File: src/rtl/recon_stream_capture_if.sv
// AXI-Stream bundle used for the ingress frame port and the stripped payload port.
interface recon_stream_capture_if #(
  parameter int DATA_WIDTH = 512
);
  localparam int KEEP_WIDTH = DATA_WIDTH / 8;

  logic [DATA_WIDTH-1:0] tdata;
  logic [KEEP_WIDTH-1:0] tkeep;
  logic                  tlast;
  logic                  tvalid;
  logic                  tready;

  modport master (output tdata, output tkeep, output tlast, output tvalid, input tready);
  modport slave  (input tdata, input tkeep, input tlast, input tvalid, output tready);
endinterface

File: src/rtl/recon_stream_capture.sv
// Multi-slot reconfiguration capture: parses the recon header of each frame, strips it, forwards
// payload, tracks per-slot bitstream completion and issues write/load commands.
module recon_stream_capture #(
  parameter int          DATA_WIDTH       = 512,
  parameter int          KEEP_WIDTH       = DATA_WIDTH / 8,
  parameter int          ADDR_WIDTH       = 34,
  parameter int          HDR_OFFSET       = 46,
  parameter int          NUM_SLOTS        = 4,
  parameter logic [63:0] BASE_ADDR        = 64'd0,
  parameter int          SLOT_STRIDE_LOG2 = 24
) (
  input  logic                   s_axis_clk,
  input  logic                   rst,
  recon_stream_capture_if.slave  s_axis,
  recon_stream_capture_if.master m_axis,
  output logic                   cmd_valid,
  input  logic                   cmd_ready,
  output logic                   cmd_op,
  output logic [ADDR_WIDTH-1:0]  cmd_addr,
  output logic [31:0]            cmd_len,
  output logic [NUM_SLOTS-1:0]   slot_valid,
  output logic                   done,
  output logic                   err_overrun,
  output logic                   err_drop,
  output logic [15:0]            drop_count
);

  localparam int STRIP_BYTES = HDR_OFFSET + 8;
  localparam int SLOT_W      = (NUM_SLOTS > 1) ? $clog2(NUM_SLOTS) : 1;

  typedef enum logic [1:0] {
    ST_HDR  = 2'd0,
    ST_FWD  = 2'd1,
    ST_DROP = 2'd2
  } state_t;

  function automatic logic [31:0] popcount(input logic [KEEP_WIDTH-1:0] k);
    logic [31:0] n;
    n = 32'd0;
    for (int i = 0; i < KEEP_WIDTH; i++) begin
      n = n + {31'd0, k[i]};
    end
    return n;
  endfunction

  state_t                  state_r;
  logic [DATA_WIDTH-1:0]   m_tdata_r;
  logic [KEEP_WIDTH-1:0]   m_tkeep_r;
  logic                    m_tlast_r;
  logic                    m_tvalid_r;
  logic                    cmd_valid_r;
  logic                    cmd_op_r;
  logic [ADDR_WIDTH-1:0]   cmd_addr_r;
  logic [31:0]             cmd_len_r;
  logic [NUM_SLOTS-1:0]    slot_valid_r;
  logic [31:0]             slot_size_r [NUM_SLOTS];
  logic                    active_r;
  logic [SLOT_W-1:0]       active_id_r;
  logic [31:0]             active_size_r;
  logic [31:0]             remaining_r;
  logic                    done_r;
  logic                    err_overrun_r;
  logic                    err_drop_r;
  logic [15:0]             drop_count_r;

  logic [1:0]              func_s;
  logic [7:0]              hid_s;
  logic                    size_valid_s;
  logic [31:0]             size_s;
  logic [SLOT_W-1:0]       slot_s;
  logic                    id_ok_s;
  logic                    hdr_write_s;
  logic                    hdr_cont_s;
  logic                    hdr_load_s;
  logic [ADDR_WIDTH-1:0]   slot_addr_s;

  logic                    out_free_s;
  logic                    ready_s;
  logic                    in_ready_s;
  logic                    beat_s;
  logic                    is_hdr_s;
  logic [DATA_WIDTH-1:0]   fwd_data_s;
  logic [KEEP_WIDTH-1:0]   fwd_keep_s;
  logic                    fwd_en_s;
  logic                    emit_s;
  logic [31:0]             cnt_s;
  logic                    count_en_s;
  logic                    stray_s;
  logic [31:0]             rem_base_s;
  logic [SLOT_W-1:0]       tgt_slot_s;
  logic [31:0]             tgt_size_s;

  assign func_s       = s_axis.tdata[HDR_OFFSET*8 +: 2];
  assign hid_s        = s_axis.tdata[HDR_OFFSET*8+2 +: 8];
  assign size_valid_s = s_axis.tdata[HDR_OFFSET*8+31];
  assign size_s       = s_axis.tdata[HDR_OFFSET*8+32 +: 32];
  assign slot_s       = hid_s[SLOT_W-1:0];
  assign id_ok_s      = ({1'b0, hid_s} < 9'(NUM_SLOTS));
  assign slot_addr_s  = ADDR_WIDTH'(BASE_ADDR) + (ADDR_WIDTH'(slot_s) << SLOT_STRIDE_LOG2);

  // Header classification; a continuation must match the write still in progress.
  always_comb begin
    hdr_write_s = (func_s == 2'b00) && size_valid_s && id_ok_s;
    hdr_cont_s  = (func_s == 2'b00) && !size_valid_s && id_ok_s && active_r &&
                  (hid_s == 8'(active_id_r)) && (remaining_r != 32'd0);
    hdr_load_s  = (func_s == 2'b01) && id_ok_s && slot_valid_r[slot_s];
  end

  // Ingress handshake, header stripping and byte accounting for the beat in flight.
  always_comb begin
    out_free_s = !m_tvalid_r || m_axis.tready;
    case (state_r)
      ST_HDR:  ready_s = out_free_s && !(cmd_valid_r && !cmd_ready);
      ST_FWD:  ready_s = out_free_s;
      ST_DROP: ready_s = 1'b1;
      default: ready_s = 1'b0;
    endcase
    in_ready_s = ready_s && !rst;
    beat_s     = s_axis.tvalid && in_ready_s;
    is_hdr_s   = (state_r == ST_HDR);

    if (is_hdr_s) begin
      fwd_data_s = s_axis.tdata >> (STRIP_BYTES * 8);
      fwd_keep_s = s_axis.tkeep >> STRIP_BYTES;
    end else begin
      fwd_data_s = s_axis.tdata;
      fwd_keep_s = s_axis.tkeep;
    end

    fwd_en_s   = (is_hdr_s && (hdr_write_s || hdr_cont_s)) || (state_r == ST_FWD);
    emit_s     = beat_s && fwd_en_s && (fwd_keep_s != {KEEP_WIDTH{1'b0}});
    cnt_s      = popcount(fwd_keep_s);
    count_en_s = beat_s && fwd_en_s && (is_hdr_s || active_r);
    // Bytes arriving after the active write already finished or overran.
    stray_s    = beat_s && (state_r == ST_FWD) && !active_r && (cnt_s != 32'd0);

    if (is_hdr_s && hdr_write_s) begin
      rem_base_s = size_s;
      tgt_slot_s = slot_s;
      tgt_size_s = size_s;
    end else begin
      rem_base_s = remaining_r;
      tgt_slot_s = active_id_r;
      tgt_size_s = active_size_r;
    end
  end

  // Payload output register; holds while the downstream stalls.
  always_ff @(posedge s_axis_clk) begin
    if (rst) begin
      m_tdata_r  <= {DATA_WIDTH{1'b0}};
      m_tkeep_r  <= {KEEP_WIDTH{1'b0}};
      m_tlast_r  <= 1'b0;
      m_tvalid_r <= 1'b0;
    end else begin
      if (m_axis.tready) begin
        m_tvalid_r <= 1'b0;
      end
      if (emit_s) begin
        m_tdata_r  <= fwd_data_s;
        m_tkeep_r  <= fwd_keep_s;
        m_tlast_r  <= s_axis.tlast;
        m_tvalid_r <= 1'b1;
      end
    end
  end

  // Frame FSM with command, slot bookkeeping and error outputs.
  always_ff @(posedge s_axis_clk) begin
    if (rst) begin
      state_r       <= ST_HDR;
      cmd_valid_r   <= 1'b0;
      cmd_op_r      <= 1'b0;
      cmd_addr_r    <= {ADDR_WIDTH{1'b0}};
      cmd_len_r     <= 32'd0;
      slot_valid_r  <= {NUM_SLOTS{1'b0}};
      for (int i = 0; i < NUM_SLOTS; i++) begin
        slot_size_r[i] <= 32'd0;
      end
      active_r      <= 1'b0;
      active_id_r   <= {SLOT_W{1'b0}};
      active_size_r <= 32'd0;
      remaining_r   <= 32'd0;
      done_r        <= 1'b0;
      err_overrun_r <= 1'b0;
      err_drop_r    <= 1'b0;
      drop_count_r  <= 16'd0;
    end else begin
      done_r <= 1'b0;
      if (cmd_ready) begin
        cmd_valid_r <= 1'b0;
      end
      if (beat_s) begin
        case (state_r)
          ST_HDR: begin
            if (hdr_write_s) begin
              cmd_valid_r           <= 1'b1;
              cmd_op_r              <= 1'b0;
              cmd_addr_r            <= slot_addr_s;
              cmd_len_r             <= size_s;
              slot_valid_r[slot_s]  <= 1'b0;
              active_r              <= 1'b1;
              active_id_r           <= slot_s;
              active_size_r         <= size_s;
              state_r               <= s_axis.tlast ? ST_HDR : ST_FWD;
            end else if (hdr_cont_s) begin
              state_r <= s_axis.tlast ? ST_HDR : ST_FWD;
            end else if (hdr_load_s) begin
              cmd_valid_r <= 1'b1;
              cmd_op_r    <= 1'b1;
              cmd_addr_r  <= slot_addr_s;
              cmd_len_r   <= slot_size_r[slot_s];
              state_r     <= s_axis.tlast ? ST_HDR : ST_DROP;
            end else begin
              err_drop_r <= 1'b1;
              if (drop_count_r != 16'hFFFF) begin
                drop_count_r <= drop_count_r + 16'd1;
              end
              state_r <= s_axis.tlast ? ST_HDR : ST_DROP;
            end
          end
          ST_FWD:  state_r <= s_axis.tlast ? ST_HDR : ST_FWD;
          ST_DROP: state_r <= s_axis.tlast ? ST_HDR : ST_DROP;
          default: state_r <= ST_HDR;
        endcase

        // Later assignments here override the header defaults above.
        if (count_en_s) begin
          if (cnt_s > rem_base_s) begin
            err_overrun_r <= 1'b1;
            remaining_r   <= 32'd0;
            active_r      <= 1'b0;
          end else if (cnt_s == rem_base_s) begin
            slot_valid_r[tgt_slot_s] <= 1'b1;
            slot_size_r[tgt_slot_s]  <= tgt_size_s;
            done_r                   <= 1'b1;
            remaining_r              <= 32'd0;
            active_r                 <= 1'b0;
          end else begin
            remaining_r <= rem_base_s - cnt_s;
          end
        end else if (stray_s) begin
          err_overrun_r <= 1'b1;
        end
      end
    end
  end

  assign s_axis.tready = in_ready_s;
  assign m_axis.tdata  = m_tdata_r;
  assign m_axis.tkeep  = m_tkeep_r;
  assign m_axis.tlast  = m_tlast_r;
  assign m_axis.tvalid = m_tvalid_r;
  assign cmd_valid     = cmd_valid_r;
  assign cmd_op        = cmd_op_r;
  assign cmd_addr      = cmd_addr_r;
  assign cmd_len       = cmd_len_r;
  assign slot_valid    = slot_valid_r;
  assign done          = done_r;
  assign err_overrun   = err_overrun_r;
  assign err_drop      = err_drop_r;
  assign drop_count    = drop_count_r;

endmodule

File: src/flat_wrapper.sv
// flat-port wrapper written by rule: the top's interface ports become plain ports
module recon_stream_capture_flat 
#(
  parameter int          DATA_WIDTH       = 512,
  parameter int          KEEP_WIDTH       = DATA_WIDTH / 8,
  parameter int          ADDR_WIDTH       = 34,
  parameter int          HDR_OFFSET       = 46,
  parameter int          NUM_SLOTS        = 4,
  parameter logic [63:0] BASE_ADDR        = 64'd0,
  parameter int          SLOT_STRIDE_LOG2 = 24
)
  (s_axis_clk, rst, cmd_valid, cmd_ready, cmd_op, cmd_addr, cmd_len, slot_valid, done, err_overrun, err_drop, drop_count, s_axis_tdata, s_axis_tkeep, s_axis_tlast, s_axis_tvalid, s_axis_tready, m_axis_tdata, m_axis_tkeep, m_axis_tlast, m_axis_tvalid, m_axis_tready);
  recon_stream_capture_if #(.DATA_WIDTH(DATA_WIDTH)) s_axis_i ();
  recon_stream_capture_if #(.DATA_WIDTH(DATA_WIDTH)) m_axis_i ();
  input  logic s_axis_clk;
  input  logic rst;
  output logic cmd_valid;
  input  logic cmd_ready;
  output logic cmd_op;
  output logic [ADDR_WIDTH-1:0] cmd_addr;
  output logic [31:0] cmd_len;
  output logic [NUM_SLOTS-1:0] slot_valid;
  output logic done;
  output logic err_overrun;
  output logic err_drop;
  output logic [15:0] drop_count;
  input wire logic [$bits(s_axis_i.tdata)-1:0] s_axis_tdata;
  input wire logic [$bits(s_axis_i.tkeep)-1:0] s_axis_tkeep;
  input wire logic [$bits(s_axis_i.tlast)-1:0] s_axis_tlast;
  input wire logic [$bits(s_axis_i.tvalid)-1:0] s_axis_tvalid;
  output wire logic [$bits(s_axis_i.tready)-1:0] s_axis_tready;
  output wire logic [$bits(m_axis_i.tdata)-1:0] m_axis_tdata;
  output wire logic [$bits(m_axis_i.tkeep)-1:0] m_axis_tkeep;
  output wire logic [$bits(m_axis_i.tlast)-1:0] m_axis_tlast;
  output wire logic [$bits(m_axis_i.tvalid)-1:0] m_axis_tvalid;
  input wire logic [$bits(m_axis_i.tready)-1:0] m_axis_tready;
  assign s_axis_i.tdata = s_axis_tdata;
  assign s_axis_i.tkeep = s_axis_tkeep;
  assign s_axis_i.tlast = s_axis_tlast;
  assign s_axis_i.tvalid = s_axis_tvalid;
  assign s_axis_tready = s_axis_i.tready;
  assign m_axis_tdata = m_axis_i.tdata;
  assign m_axis_tkeep = m_axis_i.tkeep;
  assign m_axis_tlast = m_axis_i.tlast;
  assign m_axis_tvalid = m_axis_i.tvalid;
  assign m_axis_i.tready = m_axis_tready;
  recon_stream_capture #(.DATA_WIDTH(DATA_WIDTH), .KEEP_WIDTH(KEEP_WIDTH), .ADDR_WIDTH(ADDR_WIDTH), .HDR_OFFSET(HDR_OFFSET), .NUM_SLOTS(NUM_SLOTS), .BASE_ADDR(BASE_ADDR), .SLOT_STRIDE_LOG2(SLOT_STRIDE_LOG2)) u_core (.s_axis_clk(s_axis_clk), .rst(rst), .s_axis(s_axis_i), .m_axis(m_axis_i), .cmd_valid(cmd_valid), .cmd_ready(cmd_ready), .cmd_op(cmd_op), .cmd_addr(cmd_addr), .cmd_len(cmd_len), .slot_valid(slot_valid), .done(done), .err_overrun(err_overrun), .err_drop(err_drop), .drop_count(drop_count));
endmodule
File: config.mk
export PLATFORM = sky130hd
export DESIGN_NAME = recon_stream_capture_flat
export DESIGN_NICKNAME = d
export VERILOG_FILES = /design/src/rtl/recon_stream_capture_if.sv /design/src/rtl/recon_stream_capture.sv /design/src/flat_wrapper.sv
export SDC_FILE = /design/constraint.sdc
export NUM_CORES = 2
export LEC_CHECK = 0
export ABC_AREA = 1
export ABC_CLOCK_PERIOD_IN_PS = 24900
export BUFFER_PORTS_ARGS = -buffer_cell sky130_fd_sc_hd__buf_4
export CAP_MARGIN = 10
export CORE_AREA = 5 5 489 491
export DETAILED_ROUTE_END_ITERATION = 8
export DIE_AREA = 0 0 494 496
export PLACE_DENSITY_LB_ADDON = 0.05
export SLEW_MARGIN = 10
export SYNTH_ARGS = -nofsm -noshare
export SYNTH_HDL_FRONTEND = slang
export SYNTH_SLANG_ARGS = --single-unit
File: constraint.sdc
create_clock -name s_axis_clk -period 24.9 [get_ports s_axis_clk]
set_input_delay 1.245 -clock s_axis_clk [delete_from_list [all_inputs] [get_ports s_axis_clk]]
set_output_delay 1.245 -clock s_axis_clk [all_outputs]
set_load 0.1 [all_outputs]
[After elaboration in Yosys (flattened, before gate mapping)]
Memory sizes are Yosys's and may differ from the RTL's.
Index checks and enable logic that the tools add are counted.
Widths: inputs -> output; s select.
Cells by class
  add/subtract/negate cells: 65
  reduce and logical (&&, ||, !) cells: 48
  mux-type cells: 62
  $lt $le $gt $ge: 6
  equal/unequal tests: 8
  bitwise gates (word level): 6
Operators with widths (number)
  $add 32x1->32: 62
  $mux 512: 1
  $mux 32: 8
  $mux 34: 3
  $mux 64: 1
  $reduce_bool 32->1: 2
  $reduce_bool 64->1: 1
  $eq 32x32->1: 1
  $gt 32x32->1: 1
  $mux 1: 32
  $reduce_or 32->1: 1
  $sub 32x32->32: 1
  $mux 4: 7
  $logic_and 1x1->1: 23
  $add 16x1->16 const B: 1
  $ne 16x16->1 const B: 1
  $mux 2: 5
  $eq 8x2->1: 1
  $lt 8x3->1 const B: 1
  $logic_not 1->1: 6
  $lt 2x3->1 const B: 2
  $pmux 2 s3: 1
  $reduce_and 3->1: 2
  $reduce_and 6->1: 1
  other kinds (19): 30
Word-level totals
  output and inout bits: 670
  register bits after elaboration: 738
  input port bits: 582
  bits in writable memories: 128
  memories: 1
Memories
  u_core.slot_size_r: words 4, bits a word 32, read ports 1, clocked after memory_dff 0, write ports 4, line recon_stream_capture.sv:56  | logic [31:0] slot_size_r [NUM_SLOTS];

[Longest topological paths before layout]
  depth after elaboration: 74
  gate-level depth with buffers: 42
  depth with buffers taken out: 39

[Worst setup path before layout]
OpenSTA, ideal clock, no wires.
  path kind: input to register
  start point: input port s_axis_tkeep[0]
  end point: memory u_core.slot_size_r[3][0], enable pin
  stages on the path: 29
  slack: 14162 ps
  buffers on the path: 0
  data arrival time: 10306 ps
  library setup time: 432 ps
  path through: o21ai_0 -> inv_1 -> ha_1 -> inv_1 -> fa_1 -> fa_1 -> fa_1 -> fa_1 -> fa_1 -> fa_1 -> fa_1 -> fa_1 -> fa_1 -> fa_1 -> o21ai_0 -> a21oi_1 -> nor2_1 -> nor2_1 -> ha_1 -> inv_1 -> nor2_1 -> nand2_1 -> nor2_1 -> nand3b_1 -> nor3_4 -> nand2_2 -> inv_2 -> nand2_1 -> a21oi_1
RTL lines
  from (decl): line flat_wrapper.sv:28  | input wire logic [$bits(s_axis_i.tkeep)-1:0] s_axis_tkeep;
  to (decl): line recon_stream_capture.sv:56

==> out/qor.yml <==
yosys:
  ys_seq_area_share_pct: 49.52
  async_flop_share_pct: 0
  syn-cell-area_sq_um: 36300
  yosys.area_share.simple_pct: 25.20
  synth_top_family_by_area: "simple AND/OR/NAND/NOR gates"
  synth_adder_area_share_pct: 3.860
  yosysWarnings: 0
  synth_commonest_cells: "nand2_1, dfxtp_1, a21oi_1"
  synth_compound_area_share_pct: 13.39
  synth.most_common_cell: "nand2_1"
  synth_top_area_share_pct: 38.94
  ys.flop_type: "dfxtp_1"
  yosysTopAreaCell: "dfxtp_1"
  synth_seq_cells: 834
  syn_area_per_cell_sq_um: 7.781
  synth_edf_count: 128
  synthTopCellsByArea: "dfxtp_1, nand2_1, edfxtp_1"
  synth_xor_area_share_pct: 0.3137
  synth_cell_types: 48
  syn_inst: 4665
  synth.area.mux_share_pct: 0.05515
sta:
  rsz0062_at_grt: "false"
  hold_violations: 0
  worst_pin_slew_ns: 1.210
  min_period_ns: 11.57
  hold_slack_ns: 0.4558
  worst_slack_ns: 13.33
  tns_ns: 0
  post-route-period-util_pct: 46.45
  worst_clock_skew_ns: 0.06829
  max_freq_mhz: 86.46
  finalSetupViolations: 0
  maxSlewViolCount: 0
  slew_headroom_pct: 19.30
worst_setup_path:
  worstSetupStartpointType: "register"
  crit_top_cell: "fa_1"
  r2r-end: "u_core.slot_size_r[1][2]$_SDFFCE_PN0P_"
  cp.required_ns: 25.33
  reg2reg_from: "u_core.state_r[0]$_SDFFE_PP0P_"
  cp.arrival_ns: 11.99
  cp-end-kind: "register"
  r2r_slack_ns: 13.33
  crit_fanout: 41
  max_stage_delay_ns: 0.90
  timing_worst_setup_path_type: "register to register"
  rr_worst_depth: 29
  critPathSlowestCell: "nand2_1"
floorplan:
  core-area_sq_um: 234300
  dieArea_sq_um: 245000
  rows: 178
  num_io_pins: 1252
  start_util_pct: 15.49
  die_w_um: 494
  dieHeight_um: 496
clocking:
  cts_setup_buffers: 0
  clock_latency_ns: 0.78
  cts_buffer_depth: 3
  clock_sinks: 834
  cts-resized-gates: 0
  ctsHoldBuffers: 0
  cts_tree: "done"
  root_buffer: "clkbuf_16"
  htreeDepth: 3
  clk_pin_slew_ns: 0.06
  numCtsBuffers: 116
global_route:
  met3_usage_pct: 4.794
  antenna_found_initial: 78
  overflow: 0
  grt_pass1_vias: 36170
  grt_max_degree: 158
  grt_pass1_wl_um: 325000
  gr-usage-all-layers_pct: 18.97
  grt_use_met1_pct: 22.27
  use_met2_pct: 34.13
  busiest_layer: "met2"
route:
  via_count: 37060
  firstDrtPassIters: 5
  drtIter0Drc: 2345
  ant_nets: 0
  post_drt_wl_per_cell_um: 27.52
  vias_per_cell: 4.129
  drc: 0
  drt_wl_total_um: 247000
worst_hold_path:
  holdPathEnd: "u_core.active_size_r[31]$_SDFFE_PP0P_"
  hold_class: "register to register"
  hold-path-cell-count: 2
  min_from: "u_core.active_size_r[31]$_SDFFE_PP0P_"
status:
  outcome: "complete, no violations"
layout:
  drive_above_1_share_pct: 25.77
  nNetsFinal: 6365
  fill_cells: 26440
  syn2layout_area_growth_pct: 44.16
  post-route-util_pct: 22.33
  fin_area_sq_um: 52330
pwr:
  peakVddDrop_mv: 0.1454
  powerDensity_nw_per_um2: 88.83
  p_leak_nw: 21.04
place:
  dpl-instance-area_sq_um: 48200
  port_buffers: 1219
  gp_congestion: 0.8480
  hpwl_um: 190200
  pre_cts_ws_ns: 13.02
job:
  drv_cap: 0
critical path, delay by kind of cell (launching register included):
kind | cells | cell delay [ns]
buffers and inverters | 5 | 1.69
flip-flops | 1 | 0.35
AO/OA/AOI/OAI | 3 | 0.73
AND/OR/NAND/NOR | 10 | 2.94
adder cells (fa/ha/maj) | 11 | 5.46
cell families after synthesis:
family                   Yosys count
AND/OR/NAND/NOR                 2186
AO/OA/AOI/OAI                    912
flip-flops                       834
buffers and inverters            638
adder cells (fa/ha/maj)           79
XOR/XNOR                          13
multiplexers                       2
other                              1
final cells by class:
cell class                      instances  area, sq um  area share (%)
Antenna cell                           23        57.56          0.1100
Clock inverter                         38        604.3           1.155
Tap cell                             3150         3941           7.532
Sequential cell                       834        17980           34.35
Inverter                              260        991.0           1.894
Timing Repair Buffer                 1268         9589           18.32
Multi-Input combinational cell       3224        15700           30.01
Clock buffer                          178         3466           6.623
per-layer routing:
metal | share of wire (%) | vias to the layer above
met4 | 2.3 | 16
met1 | 40 | 18150
met2 | 51 | 1070
met5 | 0.044 | -
li1 | - | 17560
met3 | 6.2 | 260
worst max-delay path by stage:
stage,from,endpoint,slack [ns]
finish,u_core.state_r[0]$_SDFFE_PP0P_,u_core.slot_size_r[1][2]$_SDFFCE_PN0P_,13.33
global placement,s_axis_tkeep[1],u_core.slot_size_r[1][1]$_SDFFCE_PN0P_,13.10
floorplan,s_axis_tkeep[0],u_core.slot_size_r[3][0]$_DFFE_PP_,14.16
global route,u_core.state_r[0]$_SDFFE_PP0P_,u_core.slot_size_r[1][31]$_SDFFCE_PN0P_,12.53
detailed placement,s_axis_tkeep[1],u_core.slot_size_r[1][5]$_SDFFCE_PN0P_,13.02
CTS,u_core.state_r[1]$_SDFFE_PP0P_,u_core.slot_size_r[1][31]$_SDFFCE_PN0P_,13.03
report_power, final:
group	leakage, nW	switching, mW	internal (mW)
Combinational	12.0	0.981	0.499
Sequential	7.00	0.00262	1.37
Clock	1.99	0.728	1.06
Total	21.0	1.71	2.94
cell usage in the layout (no fill, tap or decap), drive strengths merged, types with 10 or more instances in the layout:
master,instances
nand2,1270
buf,1268
dfxtp,706
a21oi,658
nand3,508
nor2,314
inv,259
clkbuf,178
o21ai,153
edfxtp,128
fa,55
nand4,51
a221oi,32
conb,32
o22ai,27
clkinv,27
ha,24
nor3,24
diode,23
o2bb2ai,16
o32ai,15
xor2,10
bufinv,10
registers in the layout (all words and copies together), names as in the netlist:
| signal | count |
|---|---|
| u_core.slot_size_r | 128 |
| u_core.active_id_r | 2 |
| u_core.err_overrun | 1 |
| u_core.drop_count | 16 |
| u_core.active_size_r | 32 |
| u_core.cmd_addr | 2 |
| u_core.state_r | 2 |
| u_core.m_axis.tlast | 1 |
| u_core.done | 1 |
| u_core.m_axis.tvalid | 1 |
| u_core.cmd_valid | 1 |
| u_core.err_drop | 1 |
| u_core.remaining_r | 32 |
| u_core.cmd_len | 32 |
| u_core.active_r | 1 |
| u_core.m_axis.tkeep | 64 |
| u_core.slot_valid | 4 |
| u_core.m_axis.tdata | 512 |
| u_core.cmd_op | 1 |
through the flow:
step,total power [mW],instances
after floorplan,2.435,4696
after global placement,2.931,8736
after detailed placement,2.906,8736
after CTS,4.762,8952
after global routing,4.971,8966
final,4.648,8975
Note: power is estimated with default switching activity, not from simulation.
